File: config.mk
export PLATFORM = sky130hd
export DESIGN_NAME = gc_stimulus_flat
export DESIGN_NICKNAME = d
export VERILOG_FILES = /design/src/rtl/gc_stim_pkg.sv /design/src/rtl/gc_stimulus_if.sv /design/src/rtl/gc_sync2.sv /design/src/rtl/gc_stimulus.sv /design/src/flat_wrapper.sv
export SDC_FILE = /design/constraint.sdc
export NUM_CORES = 1
export LEC_CHECK = 0
export CAP_MARGIN = 25
export CORE_MARGIN = 2
export CORE_UTILIZATION = 50
export DETAILED_ROUTE_END_ITERATION = 12
export PLACE_DENSITY_LB_ADDON = 0.08
export SKIP_CTS_REPAIR_TIMING = 1
export SYNTH_ARGS = -nofsm -noshare
export SYNTH_HDL_FRONTEND = slang
export SYNTH_SLANG_ARGS = --single-unit
File: constraint.sdc
create_clock -name clk -period 4.9 [get_ports clk]
set_input_delay 0.98 -clock clk [delete_from_list [all_inputs] [get_ports clk]]
set_output_delay 0.98 -clock clk [all_outputs]
set_load 0.02 [all_outputs]
File: src/rtl/gc_stim_pkg.sv
// Shared types and default sizing for the gC stimulus controller.
// DRAIN exists only when GC_STIM_TIMEOUT_EN is defined.
package gc_stim_pkg;

    localparam int SKEW_W_DEF  = 8;
    localparam int CNT_W_DEF   = 16;
    localparam int TIMEOUT_DEF = 1000;

    typedef enum logic [2:0] {
        IDLE    = 3'd0,
        RISE2   = 3'd1,
        WAIT_HI = 3'd2,
        FALL2   = 3'd3,
        WAIT_LO = 3'd4,
        RESP    = 3'd5
`ifdef GC_STIM_TIMEOUT_EN
        ,
        DRAIN   = 3'd6
`endif
    } state_t;

endpackage

File: src/rtl/gc_stimulus_if.sv
// Command/response handshake between a requester and the gC stimulus controller.
interface gc_stimulus_if import gc_stim_pkg::*; #(
    parameter int SKEW_W = SKEW_W_DEF,
    parameter int CNT_W  = CNT_W_DEF
);
    logic              cmd_valid;
    logic              cmd_ready;
    logic              cmd_order;
    logic [SKEW_W-1:0] cmd_skew;
    logic              rsp_valid;
    logic              rsp_timeout;
    logic [CNT_W-1:0]  rsp_latency;

    modport master (
        output cmd_valid, cmd_order, cmd_skew,
        input  cmd_ready, rsp_valid, rsp_timeout, rsp_latency
    );

    modport slave (
        input  cmd_valid, cmd_order, cmd_skew,
        output cmd_ready, rsp_valid, rsp_timeout, rsp_latency
    );
endinterface

File: src/rtl/gc_sync2.sv
// Two-flop synchronizer for the asynchronous Actuator return.
module gc_sync2 (
    input  logic clk,
    input  logic rst_n,
    input  logic d,
    output logic q
);
    logic meta;

    always_ff @(posedge clk or negedge rst_n) begin
        if (!rst_n) begin
            meta <= 1'b0;
            q    <= 1'b0;
        end else begin
            meta <= d;
            q    <= meta;
        end
    end
endmodule

File: src/rtl/gc_stimulus.sv
// Drives Start/Sensor into a gC element with a programmable skew and times the Actuator reply.
// Optional abort on a stuck Actuator is enabled by defining GC_STIM_TIMEOUT_EN.
//
// state   | meaning
// IDLE    | ready for a command
// RISE2   | leading input high, counting skew before raising the trailing one
// WAIT_HI | both inputs high, waiting for Actuator=1
// FALL2   | leading input low, counting skew before dropping the trailing one
// WAIT_LO | both inputs low, waiting for Actuator=0
// RESP    | one-cycle completion response
// DRAIN   | aborted, waiting for Actuator to return low (timeout build only)
module gc_stimulus import gc_stim_pkg::*; #(
    parameter int SKEW_W  = SKEW_W_DEF,
    parameter int CNT_W   = CNT_W_DEF,
    parameter int TIMEOUT = TIMEOUT_DEF
) (
    input  logic        clk,
    input  logic        rst_n,
    gc_stimulus_if.slave bus,
    output logic        Start,
    output logic        Sensor,
    input  logic        Actuator
);
    state_t            state, state_nxt;
    logic              lead_q, lead_nxt, trail_q, trail_nxt;
    logic              order_q;
    logic [SKEW_W-1:0] skew_q, skew_cnt, skew_cnt_nxt;
    logic [CNT_W-1:0]  lat_cnt;
    logic              rdy_q, rsp_q, rsp_nxt;
    logic              act_sync, accept;

    gc_sync2 u_sync (.clk(clk), .rst_n(rst_n), .d(Actuator), .q(act_sync));

    assign accept          = bus.cmd_valid && rdy_q;
    assign Start           = order_q ? trail_q : lead_q;
    assign Sensor          = order_q ? lead_q  : trail_q;
    assign bus.cmd_ready   = rdy_q;
    assign bus.rsp_valid   = rsp_q;
    assign bus.rsp_latency = lat_cnt;

`ifdef GC_STIM_TIMEOUT_EN
    localparam int TW = $clog2(TIMEOUT + 1);
    logic [TW-1:0] wait_cnt;
    logic          tmo_q, tmo_nxt;

    // Reloaded on every state change, so it restarts on entry to each wait state.
    always_ff @(posedge clk or negedge rst_n) begin
        if (!rst_n)                  wait_cnt <= '0;
        else if (state_nxt != state) wait_cnt <= TW'(TIMEOUT - 1);
        else if (wait_cnt != '0)     wait_cnt <= wait_cnt - 1'b1;
    end

    assign bus.rsp_timeout = tmo_q;
`else
    logic unused_timeout;
    assign unused_timeout  = (TIMEOUT != 0);
    assign bus.rsp_timeout = 1'b0;
`endif

    always_comb begin
        state_nxt    = state;
        lead_nxt     = lead_q;
        trail_nxt    = trail_q;
        skew_cnt_nxt = skew_cnt;
        rsp_nxt      = 1'b0;
`ifdef GC_STIM_TIMEOUT_EN
        tmo_nxt      = 1'b0;
`endif
        case (state)
            IDLE: if (accept) begin
                lead_nxt = 1'b1;
                if (bus.cmd_skew == '0) begin
                    trail_nxt = 1'b1;
                    state_nxt = WAIT_HI;
                end else begin
                    skew_cnt_nxt = bus.cmd_skew - 1'b1;
                    state_nxt    = RISE2;
                end
            end
            RISE2: if (skew_cnt == '0) begin
                trail_nxt = 1'b1;
                state_nxt = WAIT_HI;
            end else begin
                skew_cnt_nxt = skew_cnt - 1'b1;
            end
            WAIT_HI: begin
                if (act_sync) begin
                    lead_nxt = 1'b0;
                    if (skew_q == '0) begin
                        trail_nxt = 1'b0;
                        state_nxt = WAIT_LO;
                    end else begin
                        skew_cnt_nxt = skew_q - 1'b1;
                        state_nxt    = FALL2;
                    end
                end
`ifdef GC_STIM_TIMEOUT_EN
                else if (wait_cnt == '0) begin
                    lead_nxt  = 1'b0;
                    trail_nxt = 1'b0;
                    rsp_nxt   = 1'b1;
                    tmo_nxt   = 1'b1;
                    state_nxt = DRAIN;
                end
`endif
            end
            FALL2: if (skew_cnt == '0) begin
                trail_nxt = 1'b0;
                state_nxt = WAIT_LO;
            end else begin
                skew_cnt_nxt = skew_cnt - 1'b1;
            end
            WAIT_LO: begin
                if (!act_sync) begin
                    rsp_nxt   = 1'b1;
                    state_nxt = RESP;
                end
`ifdef GC_STIM_TIMEOUT_EN
                else if (wait_cnt == '0) begin
                    rsp_nxt   = 1'b1;
                    tmo_nxt   = 1'b1;
                    state_nxt = DRAIN;
                end
`endif
            end
            RESP: state_nxt = IDLE;
`ifdef GC_STIM_TIMEOUT_EN
            DRAIN: if (!act_sync) state_nxt = IDLE;
`endif
            default: state_nxt = IDLE;
        endcase
    end

    // rdy_q follows the next state so cmd_ready stays low while rst_n is asserted.
    always_ff @(posedge clk or negedge rst_n) begin
        if (!rst_n) begin
            state    <= IDLE;
            lead_q   <= 1'b0;
            trail_q  <= 1'b0;
            order_q  <= 1'b0;
            skew_q   <= '0;
            skew_cnt <= '0;
            lat_cnt  <= '0;
            rdy_q    <= 1'b0;
            rsp_q    <= 1'b0;
`ifdef GC_STIM_TIMEOUT_EN
            tmo_q    <= 1'b0;
`endif
        end else begin
            state    <= state_nxt;
            lead_q   <= lead_nxt;
            trail_q  <= trail_nxt;
            skew_cnt <= skew_cnt_nxt;
            rdy_q    <= (state_nxt == IDLE);
            rsp_q    <= rsp_nxt;
`ifdef GC_STIM_TIMEOUT_EN
            tmo_q    <= tmo_nxt;
`endif
            if (accept) begin
                order_q <= bus.cmd_order;
                skew_q  <= bus.cmd_skew;
                lat_cnt <= '0;
            end else if (state != IDLE && lat_cnt != '1) begin
                lat_cnt <= lat_cnt + 1'b1;
            end
        end
    end
endmodule
File: src/flat_wrapper.sv
// flat-port wrapper written by rule: the top's interface ports become plain ports
module gc_stimulus_flat import gc_stim_pkg::*;
#(
    parameter int SKEW_W  = SKEW_W_DEF,
    parameter int CNT_W   = CNT_W_DEF,
    parameter int TIMEOUT = TIMEOUT_DEF
)
  (clk, rst_n, Start, Sensor, Actuator, bus_cmd_valid, bus_cmd_order, bus_cmd_skew, bus_cmd_ready, bus_rsp_valid, bus_rsp_timeout, bus_rsp_latency);
  gc_stimulus_if #(.SKEW_W(SKEW_W), .CNT_W(CNT_W)) bus_i ();
  input  logic clk;
  input  logic rst_n;
  output logic Start;
  output logic Sensor;
  input  logic Actuator;
  input wire logic [$bits(bus_i.cmd_valid)-1:0] bus_cmd_valid;
  input wire logic [$bits(bus_i.cmd_order)-1:0] bus_cmd_order;
  input wire logic [$bits(bus_i.cmd_skew)-1:0] bus_cmd_skew;
  output wire logic [$bits(bus_i.cmd_ready)-1:0] bus_cmd_ready;
  output wire logic [$bits(bus_i.rsp_valid)-1:0] bus_rsp_valid;
  output wire logic [$bits(bus_i.rsp_timeout)-1:0] bus_rsp_timeout;
  output wire logic [$bits(bus_i.rsp_latency)-1:0] bus_rsp_latency;
  assign bus_i.cmd_valid = bus_cmd_valid;
  assign bus_i.cmd_order = bus_cmd_order;
  assign bus_i.cmd_skew = bus_cmd_skew;
  assign bus_cmd_ready = bus_i.cmd_ready;
  assign bus_rsp_valid = bus_i.rsp_valid;
  assign bus_rsp_timeout = bus_i.rsp_timeout;
  assign bus_rsp_latency = bus_i.rsp_latency;
  gc_stimulus #(.SKEW_W(SKEW_W), .CNT_W(CNT_W), .TIMEOUT(TIMEOUT)) u_core (.clk(clk), .rst_n(rst_n), .bus(bus_i), .Start(Start), .Sensor(Sensor), .Actuator(Actuator));
endmodule
==> results of run 1 <==
==> registers in the layout, summed over array words and instances (netlist names) <==
| signal | flops |
|---|---|
| u_core.bus.cmd_ready | 1 |
| u_core.bus.rsp_latency | 16 |
| u_core.bus.rsp_valid | 1 |
| u_core.lead_q | 1 |
| u_core.order_q | 1 |
| u_core.skew_cnt | 8 |
| u_core.skew_q | 8 |
| u_core.state | 3 |
| u_core.trail_q | 1 |
| u_core.u_sync.meta | 1 |
| u_core.u_sync.q | 1 |
==> layout by cell type (no fill, tap or decap), drive strengths merged, types with 2 or more instances in the layout <==
cell | Yosys | final
nor4 | 12 | 12
ha | 2 | 2
nor4b | 2 | 2
and2 | 2 | 2
nand2b | 5 | 5
nand3 | 7 | 7
buf | 9 | 5
mux2 | 2 | 2
dfrtp | 42 | 42
or3b | 5 | 5
or3 | 2 | 2
o211ai | 8 | 8
clkdlybuf4s50 | 0 | 31
clkbuf | 6 | 7
inv | 6 | 6
a21oi | 5 | 5
o21ai | 9 | 9
nor3b | 2 | 2
nor3 | 9 | 9
a31o | 2 | 2
nor2 | 25 | 25
xnor2 | 16 | 16
nand4 | 3 | 3
or4 | 3 | 3
nand2 | 50 | 50
o22a | 2 | 2
or4b | 3 | 3
==> per-layer routing <==
layer  GRT usage  vias to the layer above
li1            -                      964
met1       0.325                      948
met2       0.322                       46
met3      0.0431                        4
met4      0.0700                        0
met5           0                        -
==> critical path, stage by stage <==
cell and delay (ns):
sky130_fd_sc_hd__clkdlybuf4s50_1 0.46, sky130_fd_sc_hd__nor4_1 0.55, sky130_fd_sc_hd__a211oi_2 0.15, sky130_fd_sc_hd__or3_1 0.47
sky130_fd_sc_hd__and2_1 0.21, sky130_fd_sc_hd__a221oi_2 0.22
==> where the power goes <==
part / total, mW / internal [mW] / switching, mW
registers: 0.560 / 0.452 / 0.108
clock network: 0.234 / 0.113 / 0.121
logic: 0.597 / 0.279 / 0.318
==> cell families after synthesis <==
group,count (synthesis)
buffers and inverters,21
adder cells (fa/ha/maj),2
flip-flops,42
multiplexers,3
XOR/XNOR,17
AO/OA/AOI/OAI,37
AND/OR/NAND/NOR,135
other,1
==> worst paths after layout <==
path,start,endpoint,slack (ns),cells past startpoint
setup / recovery,bus_cmd_skew[0],u_core.skew_cnt[7]$_DFFE_PN0P_,2.08,6
hold / removal,u_core.u_sync.meta$_DFF_PN0_,u_core.u_sync.q$_DFF_PN0_,0.35,0
setup reg to reg,u_core.state[2]$_DFF_PN0_,u_core.skew_cnt[6]$_DFFE_PN0P_,2.50,6
hold reg to reg,u_core.u_sync.meta$_DFF_PN0_,u_core.u_sync.q$_DFF_PN0_,0.35,0
max in group asynchronous,rst_n,u_core.bus.rsp_latency[0]$_DFFE_PN0P_,3.85,2
min in group asynchronous,rst_n,u_core.skew_q[7]$_DFFE_PN0N_,0.58,1
==> stage by stage <==
stage / hold WS [ns] / cell area [sq um] / utilization
detailed placement: 0.337 / 2670 / 0.602
finish: 0.353 / 2800 / 0.629
floorplan: 0.331 / 2350 / -
global route: 0.376 / 2800 / 0.629
CTS: 0.356 / 2770 / 0.623
global placement: 0.338 / 2670 / 0.600
==> final cells by class <==
| type | count | area, sq um | area share |
|---|---|---|---|
| timing repair buffer | 37 | 365 | 0.131 |
| inverter | 6 | 22.5 | 0.00805 |
| clock buffer | 6 | 82.6 | 0.0295 |
| clock inverter | 2 | 12.5 | 0.00447 |
| multi-input combinational | 195 | 1200 | 0.428 |
| sequential | 42 | 1050 | 0.376 |
| tap | 52 | 65.1 | 0.0233 |
==> flow_metrics.env, run 1 <==
export IMPL_synth_adder_area_share=0.0107
export IMPL_post_drt_via_cell_ratio=5.77
export IMPL_synthesis_nets=273
export IMPL_grt_first_pass_wirelength_um=8920
export IMPL_drt_pass1_iter_count=4
export IMPL_power_leakage_nw=1.15
export IMPL_startpoint_type="primary input"
export IMPL_timing_critical_path_arrival_ns=3.03
export IMPL_n_antenna_cell=0
export IMPL_timing_max_transition_violations_final=0
export IMPL_netlist_top_cell_by_area="sky130_fd_sc_hd__dfrtp_1"
export IMPL_hpwlAfterDp_um=3560
export IMPL_die_x_um=72.5
export IMPL_dp_cells=330
export IMPL_max_cap_violations=0
export IMPL_num_nets_final=302
export IMPL_setup_slack_after_layout_ns=2.08
export IMPL_row_count=24
export IMPL_detail_route_wirelength_um=5210
export IMPL_number_of_nets_with_antenna_violations_after_detailed_routing=0
export IMPL_outcome="complete, no violations"
export IMPL_htree_levels=2
export IMPL_timing_setup_critical_path_class="in -> reg"
export IMPL_cts_made_buffers=5
export IMPL_track_usage=0.219
export IMPL_number_of_remaining_drc_errors=0
export IMPL_synthMostInstantiatedCell="sky130_fd_sc_hd__nand2_1"
export IMPL_setup_tns_final_ns=0
export IMPL_synth_common_cells="sky130_fd_sc_hd__nand2_1, sky130_fd_sc_hd__dfrtp_1, sky130_fd_sc_hd__nor2_1"
export IMPL_final_hold_viol_count=0
export IMPL_place_congestion=0.858
export IMPL_vias=1962
export IMPL_detailed_routed_wire_length_on_met2_um=2290
export IMPL_initial_standard_cell_utilization_of_the_core=0.528
export IMPL_synth_top_family_by_area="simple AND/OR/NAND/NOR gates"
export IMPL_die_area_sq_um=5260
export IMPL_setup_worst_path_end_class="register"
export IMPL_instances_no_fill=340
export IMPL_synth_compound_gate_area_share=0.126
export IMPL_drt_iter0_markers=128
export IMPL_port_buffer_count=32
export IMPL_vdd_ir_drop_max_mv=0.305
export IMPL_synth_simple_gate_area_frac=0.292
export IMPL_grt_overflow=0
export IMPL_synth_mux_area_frac=0.0139
export IMPL_routed_top_layer="met4"
export IMPL_ctsLongestPathBuffers=2
export IMPL_synthDominantCellAreaShare=0.448
export IMPL_fin_crit_share=0.576
export IMPL_async_reset_ff_frac=1.00
export IMPL_nFillCells=403
export IMPL_io_pin_count=34
export IMPL_rsz0062_at_grt="false"
export IMPL_path_clk_slew_ns=0.09
export IMPL_first_global_vias=1867
export IMPL_totalPowerFinal_mw=1.39
export IMPL_root_buffer_master="sky130_fd_sc_hd__clkbuf_8"
export IMPL_synthFlopType="sky130_fd_sc_hd__dfrtp_1"
export IMPL_number_of_antenna_violations_at_the_first_check_in_global_routing=0
export IMPL_period_needed_ns=2.82
export IMPL_cp_max_fo=8
export IMPL_maxClockFrequency_mhz=355
export IMPL_clock_sinks=42
export IMPL_worst_skew_pair_late_latency_ns=0.30
export IMPL_synthTopCellsByArea="sky130_fd_sc_hd__dfrtp_1, sky130_fd_sc_hd__nand2_1, sky130_fd_sc_hd__xnor2_1, sky130_fd_sc_hd__nor2_1, sky130_fd_sc_hd__nor4_1"
export IMPL_holdCritPathClass="reg -> reg"
export IMPL_post_drt_wl_per_cell_um=15.3
export IMPL_grt_start_max_net_pins=43
export IMPL_yosys_register_bits=42
export IMPL_ys_warnings_count=0
export IMPL_yosysSeqAreaShare=0.448
export IMPL_core_area_sq_um=4440
export IMPL_worst_slew_pin_slew_ns=0.678
export IMPL_synth_cell_type_count=50
export IMPL_finalSetupViolations=0
export IMPL_area_growth_syn_to_layout_pct=19.1
export IMPL_max_slew_margin_rel=0.544
export IMPL_synth_edff_count=0
export IMPL_cp_required_ns=5.11
export IMPL_route_met3_wl_um=187
export IMPL_fraction_of_synthesized_cell_area_in_xor_and_xnor_cells=0.0634
export IMPL_synthesis_instances=258
export IMPL_drive_above_1_share=0.111
export IMPL_final_setup_skew_ns=0.00993
export IMPL_routedLengthMet1_um=2700
export IMPL_syn_area_per_cell_sq_um=9.10
export IMPL_power_density_cell_area_nw_per_um2=498
export IMPL_die_y_um=72.5
export IMPL_mappedNetlistArea_sq_um=2350
export IMPL_tritoncts_clock_tree="built"
export IMPL_place_worst_setup_slack_ns=1.46
Note: power is estimated with default switching activity, not from simulation.
==> inputs of run 2 (changes only) <==
Settings changed: CORE_UTILIZATION 50 to 49.
Clock period 4.9 ns to 2.35 ns, I/O delays scaled along.
==> run 2 against run 1 <==
Effect of this change: worst setup slack lost 1.9 ns; register-to-register slack got worse by 2.3 ns; clock power up 140%; routed wire length rose by 3.2%; total power is 120% higher; sequential power grew 110%; sequential share of layout area down 1.9 points; non-clock buffer count is 19 higher; clock skew fell by 0.0025 ns; critical endpoint is now u_core.skew_cnt[6]$_DFFE_PN0P_; largest power group unchanged; highest routed layer unchanged.
==> flow_metrics.env, run 2 (synthesized netlist as in run 1, its figures left out) <==
export IMPL_outcome="complete, no violations"
export IMPL_port_buffer_count=32
export IMPL_row_count=25
export IMPL_root_buffer_master="sky130_fd_sc_hd__clkbuf_8"
export IMPL_cts_made_buffers=5
export IMPL_core_area_sq_um=4660
export IMPL_timing_max_transition_violations_final=0
export IMPL_worst_skew_pair_late_latency_ns=0.29
export IMPL_detail_route_wirelength_um=5380
export IMPL_maxClockFrequency_mhz=464
export IMPL_path_clk_slew_ns=0.08
export IMPL_fin_crit_share=0.917
export IMPL_die_area_sq_um=5360
export IMPL_initial_standard_cell_utilization_of_the_core=0.504
export IMPL_cp_max_fo=10
export IMPL_setup_worst_path_end_class="register"
export IMPL_ctsLongestPathBuffers=2
export IMPL_timing_setup_critical_path_class="reg -> reg"
export IMPL_timing_critical_path_arrival_ns=2.38
export IMPL_max_cap_violations=0
export IMPL_num_nets_final=321
export IMPL_hpwlAfterDp_um=4010
export IMPL_instances_no_fill=361
export IMPL_clock_sinks=42
export IMPL_layout_cells_most_common="sky130_fd_sc_hd__nand2_1"
export IMPL_drt_iter0_markers=91
export IMPL_io_pin_count=34
export IMPL_grt_start_max_net_pins=29
export IMPL_final_setup_skew_ns=0.00747
export IMPL_worstPathBufferInverterCount=0
export IMPL_drt_pass1_iter_count=5
export IMPL_number_of_nets_with_antenna_violations_after_detailed_routing=0
export IMPL_startpoint_type="register"
export IMPL_tritoncts_clock_tree="built"
export IMPL_place_congestion=0.968
export IMPL_n_antenna_cell=0
export IMPL_area_growth_syn_to_layout_pct=25.4
export IMPL_cp_top_family="simple AND/OR/NAND/NOR gates"
export IMPL_vdd_ir_drop_max_mv=0.651
export IMPL_cp_required_ns=2.58
export IMPL_htree_levels=2
export IMPL_drive_above_1_share=0.166
export IMPL_grt_first_pass_wirelength_um=9290
export IMPL_timing_critical_path_cells="or4b_1 > o211ai_2 > ha_1 > o21ai_0 > or4_1 > nand3_1"
export IMPL_worst_path_largest_cell_delay_ns=0.52
export IMPL_setup_tns_final_ns=0
export IMPL_post_drt_via_cell_ratio=5.55
export IMPL_finalSetupViolations=0
export IMPL_post_drt_wl_per_cell_um=14.9
export IMPL_period_needed_ns=2.15
export IMPL_track_usage=0.226
export IMPL_worst_slew_pin_slew_ns=0.640
export IMPL_holdCritPathClass="in -> async"
export IMPL_number_of_antenna_violations_at_the_first_check_in_global_routing=0
export IMPL_vias=2005
export IMPL_hold_ws_ns=0.187
export IMPL_layout_common_cells="sky130_fd_sc_hd__nand2_1, sky130_fd_sc_hd__dfrtp_1, sky130_fd_sc_hd__clkdlybuf4s50_1"
export IMPL_power_density_cell_area_nw_per_um2=1040
export IMPL_dp_cells=353
export IMPL_totalPowerFinal_mw=3.07
export IMPL_first_global_vias=1878
export IMPL_number_of_remaining_drc_errors=0
export IMPL_power_leakage_nw=1.25
export IMPL_crit_path_top_delay_cell="sky130_fd_sc_hd__or4b_1"
export IMPL_max_slew_margin_rel=0.573
export IMPL_largest_reg_flops=16
export IMPL_die_y_um=73.2
export IMPL_grt_overflow=0
export IMPL_die_x_um=73.2
export IMPL_rsz0062_at_grt="false"
export IMPL_final_hold_viol_count=0
==> run 2: changes by cell type in the layout (fill, tap and decap cells not counted) <==
cell / change
sky130_fd_sc_hd__clkbuf_4: -1
sky130_fd_sc_hd__bufinv_16: +1
sky130_fd_sc_hd__clkinvlp_4: -1
sky130_fd_sc_hd__buf_4: +21
sky130_fd_sc_hd__clkbuf_8: -1
sky130_fd_sc_hd__buf_12: -1
sky130_fd_sc_hd__clkinv_2: +1
==> run 2: final cells by class <==
type / instances / area [sq um]
Tap cell: 54 / 67.6
Sequential cell: 42 / 1050
Clock buffer: 5 / 68.8
Timing Repair Buffer: 56 / 495
Fill cell: 412 / 1720
Clock inverter: 3 / 40.0
Multi-Input combinational cell: 195 / 1200
Inverter: 6 / 22.5
==> run 2: path summary, 6_finish.rpt <==
kind                                                    from                        endpoint  slack (ns)  depth (start not counted)
max in group asynchronous                              rst_n  u_core.bus.cmd_ready$_DFF_PN0_        1.57                          2
worst max register to register     u_core.state[0]$_DFF_PN0_  u_core.skew_cnt[6]$_DFFE_PN0P_        0.20                          6
worst min register to register  u_core.u_sync.meta$_DFF_PN0_       u_core.u_sync.q$_DFF_PN0_        0.37                          0
worst max-delay path               u_core.state[0]$_DFF_PN0_  u_core.skew_cnt[6]$_DFFE_PN0P_        0.20                          6
worst min-delay path                                   rst_n  u_core.skew_cnt[1]$_DFFE_PN0P_        0.19                          1
min in group clk                u_core.u_sync.meta$_DFF_PN0_       u_core.u_sync.q$_DFF_PN0_        0.37                          0
==> run 2: report_power, final <==
group / leakage [nW] / total, mW / switching, mW / internal (mW)
Combinational: 0.661 / 1.36 / 0.716 / 0.641
Clock: 0.0579 / 0.563 / 0.250 / 0.313
Sequential: 0.532 / 1.15 / 0.202 / 0.943
==> run 2: routing by layer <==
layer  global-route usage  wire, um  up-vias
met2                0.315      2290       49
met3               0.0483       289        8
li1                     -         -     1008
met5                    0         0        -
met1                0.356      2740      940
met4               0.0494        59        0
==> run 2: through the flow <==
stage | setup WS [ns] | area (sq um) | utilization
CTS | 0.207 | 2940 | 0.631
detailed placement | 0.0117 | 2830 | 0.608
global route | 0.0149 | 2940 | 0.631
finish | 0.196 | 2940 | 0.631
global placement | 0.0319 | 2830 | 0.608
floorplan | 0.291 | 2350 | -
==> run 2: worst register-to-register path: stages (launching register included) <==
cell and delay, ns:
sky130_fd_sc_hd__dfrtp_1 0.49, sky130_fd_sc_hd__or4b_1 0.53, sky130_fd_sc_hd__o211ai_2 0.12, sky130_fd_sc_hd__ha_1 0.22, sky130_fd_sc_hd__o21ai_0 0.15, sky130_fd_sc_hd__or4_1 0.49, sky130_fd_sc_hd__nand3_1 0.09
